--- config.mk ---
export PLATFORM = sky130hd
export DESIGN_NAME = stopwatch_ctrl
export DESIGN_NICKNAME = d
export VERILOG_FILES = /design/src/rtl/stopwatch_ctrl.sv
export SDC_FILE = /design/constraint.sdc
export NUM_CORES = 1
export LEC_CHECK = 0
export CAP_MARGIN = 20
export CORE_MARGIN = 10
export CORE_UTILIZATION = 35
export CTS_CLUSTER_SIZE = 40
export DETAILED_ROUTE_END_ITERATION = 16
export GPL_TIMING_DRIVEN = 1
export PLACE_DENSITY = 0.67
export SLEW_MARGIN = 20
export SYNTH_ARGS = -nofsm -noshare
export SYNTH_HDL_FRONTEND = slang
export SYNTH_SLANG_ARGS = --single-unit
export TNS_END_PERCENT = 30
--- constraint.sdc ---
create_clock -name CLK_REF -period 2.9 [get_ports CLK_REF]
set_clock_uncertainty 0.15 [all_clocks]
set_input_delay 0.58 -clock CLK_REF [delete_from_list [all_inputs] [get_ports CLK_REF]]
set_output_delay 0.58 -clock CLK_REF [all_outputs]
set_load 0.005 [all_outputs]
--- src/rtl/stopwatch_ctrl.sv ---
// rtl/stopwatch_ctrl.sv - stopwatch RUN/PAUSED/ADJ mode controller with mm:ss BCD time and blink qualifiers
module stopwatch_ctrl #(
  parameter int SYNC_STAGES = 2
) (
  input  logic       CLK_REF,
  input  logic       CLK_RES,
  input  logic       TICK_1HZ,
  input  logic       TICK_2HZ,
  input  logic       BTN_PAUSE,
  input  logic       BTN_ADJ,
  input  logic       BTN_SEL,
  output logic [3:0] MIN_T,
  output logic [3:0] MIN_O,
  output logic [3:0] SEC_T,
  output logic [3:0] SEC_O,
  output logic       BLINK_MIN,
  output logic       BLINK_SEC,
  output logic       RUNNING
);

  typedef enum logic [1:0] {
    S_PAUSED = 2'd0,
    S_RUN    = 2'd1,
    S_ADJ    = 2'd2
  } state_t;

  state_t     state;
  logic [7:0] min_q;
  logic [7:0] sec_q;
  logic       sel_sec;
  logic       phase;

  // Bit order in every vector below: {sel, adj, pause}.
  logic [2:0] btn_raw;
  logic [2:0] sync_q [SYNC_STAGES];
  logic [2:0] hist_q;
  logic [2:0] press;
  logic       press_pause;
  logic       press_adj;
  logic       press_sel;

  assign btn_raw = {BTN_SEL, BTN_ADJ, BTN_PAUSE};

  // Sync and history flops reset high so a button held through reset never reads as a press.
  always_ff @(posedge CLK_REF or posedge CLK_RES) begin
    if (CLK_RES) begin
      for (int i = 0; i < SYNC_STAGES; i++) sync_q[i] <= 3'b111;
      hist_q <= 3'b111;
    end else begin
      sync_q[0] <= btn_raw;
      for (int i = 1; i < SYNC_STAGES; i++) sync_q[i] <= sync_q[i-1];
      hist_q <= sync_q[SYNC_STAGES-1];
    end
  end

  assign press       = sync_q[SYNC_STAGES-1] & ~hist_q;
  assign press_pause = press[0];
  assign press_adj   = press[1];
  assign press_sel   = press[2];

  // Two-digit BCD increment modulo 60: {tens, ones}.
  function automatic logic [7:0] inc60(input logic [7:0] v);
    logic [3:0] t;
    logic [3:0] o;
    t = v[7:4];
    o = v[3:0];
    if (o == 4'd9) begin
      o = 4'd0;
      t = (t == 4'd5) ? 4'd0 : t + 4'd1;
    end else begin
      o = o + 4'd1;
    end
    return {t, o};
  endfunction

  always_ff @(posedge CLK_REF or posedge CLK_RES) begin
    if (CLK_RES) begin
      state   <= S_PAUSED;
      min_q   <= 8'h00;
      sec_q   <= 8'h00;
      sel_sec <= 1'b0;
      phase   <= 1'b0;
    end else begin
      case (state)
        S_PAUSED: begin
          if (press_adj) begin
            state   <= S_ADJ;
            sel_sec <= 1'b0;
            phase   <= 1'b0;
          end else if (press_pause) begin
            state <= S_RUN;
          end
        end
        S_RUN: begin
          if (TICK_1HZ) begin
            sec_q <= inc60(sec_q);
            if (sec_q == 8'h59) min_q <= inc60(min_q);
          end
          if (press_adj) begin
            state   <= S_ADJ;
            sel_sec <= 1'b0;
            phase   <= 1'b0;
          end else if (press_pause) begin
            state <= S_PAUSED;
          end
        end
        S_ADJ: begin
          if (TICK_2HZ) begin
            if (sel_sec) sec_q <= inc60(sec_q);
            else         min_q <= inc60(min_q);
            phase <= ~phase;
          end
          if (press_sel) sel_sec <= ~sel_sec;
          // Leaving ADJ overrides any phase toggle from a coincident tick.
          if (press_adj) begin
            state <= S_PAUSED;
            phase <= 1'b0;
          end
        end
        default: state <= S_PAUSED;
      endcase
    end
  end

  assign MIN_T     = min_q[7:4];
  assign MIN_O     = min_q[3:0];
  assign SEC_T     = sec_q[7:4];
  assign SEC_O     = sec_q[3:0];
  assign RUNNING   = (state == S_RUN);
  assign BLINK_MIN = (state == S_ADJ) && !sel_sec && phase;
  assign BLINK_SEC = (state == S_ADJ) &&  sel_sec && phase;

endmodule

[Yosys cells after proc, flatten, opt, wreduce, memory -nomap -nowiden]
Cells that the tools add are included.
Word-level totals
  bits in writable memories: 0
  logic and storage cells: 75
  memories: 0
  flip-flop bits (word level): 29
  input bits: 7
  bits in latches: 0
  ROM bits: 0
  output and inout port bits: 19
Operators by class
  multiplexer cells: 27
  equality and inequality tests: 18
  bitwise gates (word level): 4
  divide/modulo/power cells: 0
  $mul: 0
  reductions and logical operators: 14
  order comparisons: 0
  add/subtract/negate cells: 4
  shift operators: 0
Operators by type and width (number)
  8-bit two-way mux: 7
  8-bit case mux with 2 select lines: 2
  4-bit two-way mux: 6
  4-bit by 1-bit adder with 4-bit output, second input constant: 4
  2-bit != test, second input constant: 6
  2-bit two-way mux: 5
  3-bit AND reduction: 3
  4-bit by 3-bit equality test with 1-bit output, second input constant: 2
  4-bit equality test, second input constant: 2
  8-bit by 7-bit equality test with 1-bit output, second input constant: 1
  3-bit != test, second input constant: 2
  2-bit case mux with 3 select lines: 1
  5-bit AND reduction: 1
  1-bit logical AND: 4
  1-bit two-way mux: 4
  2-bit by 1-bit != test with 1-bit output, second input constant: 2
  1-bit case mux with 2 select lines: 2
  4-bit AND reduction: 1
  2-bit nonzero test: 2
  3-bit bitwise AND: 1
  3-bit by 1-bit != test with 1-bit output, second input constant: 1
  3-bit NOT: 1
  2-bit by 1-bit equality test with 1-bit output, second input constant: 1
  2-bit equality test, second input constant: 1
  other kinds (4): 5

[Logic depth before layout (Yosys ltp)]
  depth in word-level cells: 6
  gate-level depth with buffers: 5
  gate-level depth less buffers: 4

[Worst setup path after synthesis]
Ideal clock, no wire load.
  path kind: register -> register
  from: register sec_q[1]
  to: register min_q[1]
  setup time: 0.127 ns
  cell stages (with the launch flop): 5
  data arrival time: 1.781 ns
  data required time: 2.623 ns
  setup slack: 0.841 ns
  period minus slack after synthesis: 2.059 ns
  path buffers: 0
  path through: dfrtp_1 > or3b_4 > nor4_4 > o21a_2 > mux2_1
Between the ends
  word-level cells in the longest chain between the ends: 3
RTL lines
  from (decl): RTL line 29  | logic [7:0] sec_q;
  from (signal assigned): RTL line 96  | sec_q <= inc60(sec_q);
  from (signal assigned): RTL line 109  | if (sel_sec) sec_q <= inc60(sec_q);
  8-bit by 7-bit equality test with 1-bit output: RTL line 97  | if (sec_q == 8'h59) min_q <= inc60(min_q);
  2-bit by 1-bit != test with 1-bit output (no line)
  5-bit AND reduction (no line)
  to (signal assigned): RTL line 97
  to (signal assigned): RTL line 110  | else min_q <= inc60(min_q);
  to (decl): RTL line 28  | logic [7:0] min_q;
Every way passes these cells.
A chain may end at the register's enable or synchronous reset.

[Final worst setup path]
  from: register state[1]
  to: output port BLINK_SEC
Between the ends
  word-level cells in the longest chain between the ends: 3
RTL lines
  from (decl): RTL line 27  | state_t state;
  from (signal assigned): RTL line 78  | state <= S_PAUSED;
  from (signal assigned): RTL line 87  | state <= S_ADJ;
  from (signal assigned): RTL line 91  | state <= S_RUN;
  2-bit equality test: RTL line 131  | assign BLINK_SEC = (state == S_ADJ) && sel_sec && phase;
  1-bit logical AND (2 in a row): RTL line 131
  to (decl): RTL line 17  | output logic BLINK_SEC,
Every way passes these cells.

==> impl_metrics.env <==
export IMPL_postCtsHoldBufs=0
export IMPL_cts_buffer_depth=2
export IMPL_cts_tree="yes"
export IMPL_synth_flop_cell="dfrtp_1"
export IMPL_area_growth_pct=29.43
export IMPL_via_per_inst=4.786
export IMPL_gp_congestion=0.7495
export IMPL_peakVddDrop_v=0.0004374
export IMPL_post_cts_setup_buffer_count=0
export IMPL_synth_warnings=0
export IMPL_period_needed_ps=2398
export IMPL_syn_inst=116
export IMPL_drc=0
export IMPL_die_x_um=81.76
export IMPL_ys_ff_latch=29
export IMPL_drv_slew=0
export IMPL_p_leak_nw=0.7048
export IMPL_synth_area_um2=1335
export IMPL_gr_total_overflow=0
export IMPL_clk_pin_slew_worst_paths_ps=60
export IMPL_cp_required_ps=2170
export IMPL_syn_avg_cell_area_um2=11.51
export IMPL_synth_enable_flop_cells=0
export IMPL_crit_family="flip-flops"
export IMPL_cp_start_kind="flop"
export IMPL_worst_pin_slew_ps=529.1
export IMPL_clkLatencyLatePin_ps=280
export IMPL_root_buffer="clkbuf_8"
export IMPL_crit_arrival_ps=1670
export IMPL_num_antenna_cells=0
export IMPL_grt_max_degree=30
export IMPL_antenna_found_initial=0
export IMPL_setup_violations_final=0
export IMPL_cellPowerDensity_nw_per_um2=813.4
export IMPL_hp_class="flop to flop"
export IMPL_fmax_mhz=417.1
export IMPL_cts_resized=0
export IMPL_fin_crit_sh=0.8268
export IMPL_final_common_cell="clkdlybuf4s50_1"
export IMPL_drive_gt1_frac=0.1892
export IMPL_syn_nets=123
export IMPL_slowest_stage="dfrtp_1"
export IMPL_track_usage=0.08300
export IMPL_wl_per_cell_um=12.57
export IMPL_critical_path_max_fanout=12
export IMPL_fillers=347
export IMPL_placeableCoreArea_um2=3689
export IMPL_grt_pass1_vias=949
export IMPL_status="finished, final reports clean"
export IMPL_layout_common_cells="clkdlybuf4s50_1, dfrtp_1, nor2_1, dfstp_2"
export IMPL_critPathMaxStageDelay_ps=520
export IMPL_seqCellArea_um2=737.0
export IMPL_async_reset_ff_frac=1.000
export IMPL_rsz0062_at_grt="no"
export IMPL_slew_headroom=0.6453
export IMPL_io_pins=26
export IMPL_grt_pass1_wl_um=4236
export IMPL_yosysSeqAreaShare=0.5520
export IMPL_crit_buf_inv=1
export IMPL_end_kind="primary output"
export IMPL_path_cells="nor2b_1, and3_1, clkdlybuf4s50_1"
export IMPL_final_hold_violation_count=0
export IMPL_worstSetupPathType="flop to primary output"
export IMPL_dieArea_um2=6685
export IMPL_cts_max_level=2
export IMPL_cts_buffers=5
export IMPL_drt_total_wl_um=2463
export IMPL_first_pass_iters=4
export IMPL_dieHeight_um=81.76
export IMPL_multiInputGateArea_um2=553.0
export IMPL_io_buffer_count=25
export IMPL_start_util=0.3619
export IMPL_yosysUniqueCellTypes=42
export IMPL_dpl_hpwl_um=1784
export IMPL_cts_sink_count=29
export IMPL_ant_nets=0
export IMPL_pre_cts_ws_ps=408.6
export IMPL_final_nets=154
export IMPL_placementRows=22
export IMPL_setup_slack_ps=502.3
export IMPL_drt_iter0_drc=31
export IMPL_fin_tns_setup_ps=0
export IMPL_vias=938
export IMPL_drv_cap=0
==> final timing paths <==
| check | endpoint | start | cells past startpoint | slack [ps] |
|---|---|---|---|---|
| max in group asynchronous | sync_q[1]$_DFF_PP1_ | CLK_RES | 3 | 1770 |
| setup / recovery | BLINK_SEC | state[1]$_DFFE_PP0P_ | 3 | 500 |
| setup reg to reg | min_q[1]$_DFFE_PP0P_ | sec_q[1]$_DFFE_PP0P_ | 4 | 680 |
| hold reg to reg | sync_q[0]$_DFF_PP1_ | sync_q[3]$_DFF_PP1_ | 0 | 200 |
| hold / removal | sync_q[0]$_DFF_PP1_ | sync_q[3]$_DFF_PP1_ | 0 | 200 |
| min in group asynchronous | min_q[1]$_DFFE_PP0P_ | CLK_RES | 3 | 510 |
==> per-layer routing <==
metal	global-route usage	vias to the layer above	wire length, µm
met2	0.1293	20	1101
met4	0.05102	0	61
met1	0.08786	443	1090
li1	-	469	-
met3	0.04258	6	209
met5	0	-	0
==> state kept, by name, summed over array words and instances, names as in the netlist <==
| name | count |
|---|---|
| sec_q | 8 |
| sel_sec | 1 |
| min_q | 8 |
| phase | 1 |
| hist_q | 3 |
| sync_q | 6 |
| state | 2 |
==> cell type report <==
cell class                 instances  share of cell area
tap                               48             0.03476
timing repair buffer              27              0.1535
multi-input combinational         78              0.3201
clock buffer                       8             0.05214
inverter                           6             0.01303
sequential                        29              0.4265
==> where the power goes <==
group          switching [mW]  internal (mW)
sequential              0.136          0.504
clock                   0.142          0.193
combinational           0.160          0.271
total                   0.437          0.968
==> cells by family after synthesis <==
family | after synthesis | share of synthesized area
DFF | 29 | 0.5520
xor gates and xnor gates | 7 | 0.04592
muxes | 4 | 0.03374
AOI/OAI and AO/OA | 25 | 0.1415
and+or+nand+nor | 42 | 0.1931
buffers and inverters | 9 | 0.03374
==> stage by stage <==
step	instances	instance area (µm²)	util	power (mW)	hold slack, ps
floorplan	116	1335	-	0.8784	195.2
global placement	188	1638	0.4440	1.074	195.5
detailed placement	188	1638	0.4440	1.085	198.4
CTS	196	1728	0.4685	1.428	201.7
global route	196	1728	0.4685	1.502	209.4
finish	196	1728	0.4685	1.406	198.5
==> cell usage after synthesis, types with 2 or more instances <==
cell / n / share of area
a21boi_0: 2 / 0.011
a21oi_1: 3 / 0.011
and3_1: 3 / 0.014
dfrtp_1: 20 / 0.37
dfstp_2: 9 / 0.18
inv_1: 6 / 0.017
mux2_1: 2 / 0.017
mux2_2: 2 / 0.017
nand2_1: 6 / 0.017
nand2b_1: 3 / 0.014
nand3_1: 3 / 0.011
nor2_1: 9 / 0.025
nor2b_1: 6 / 0.028
nor3_1: 2 / 0.0075
nor3b_1: 2 / 0.011
o2111ai_1: 2 / 0.013
o211ai_1: 3 / 0.017
o21ai_0: 4 / 0.015
xnor2_1: 6 / 0.039
Power figures use the tool's default switching activity.
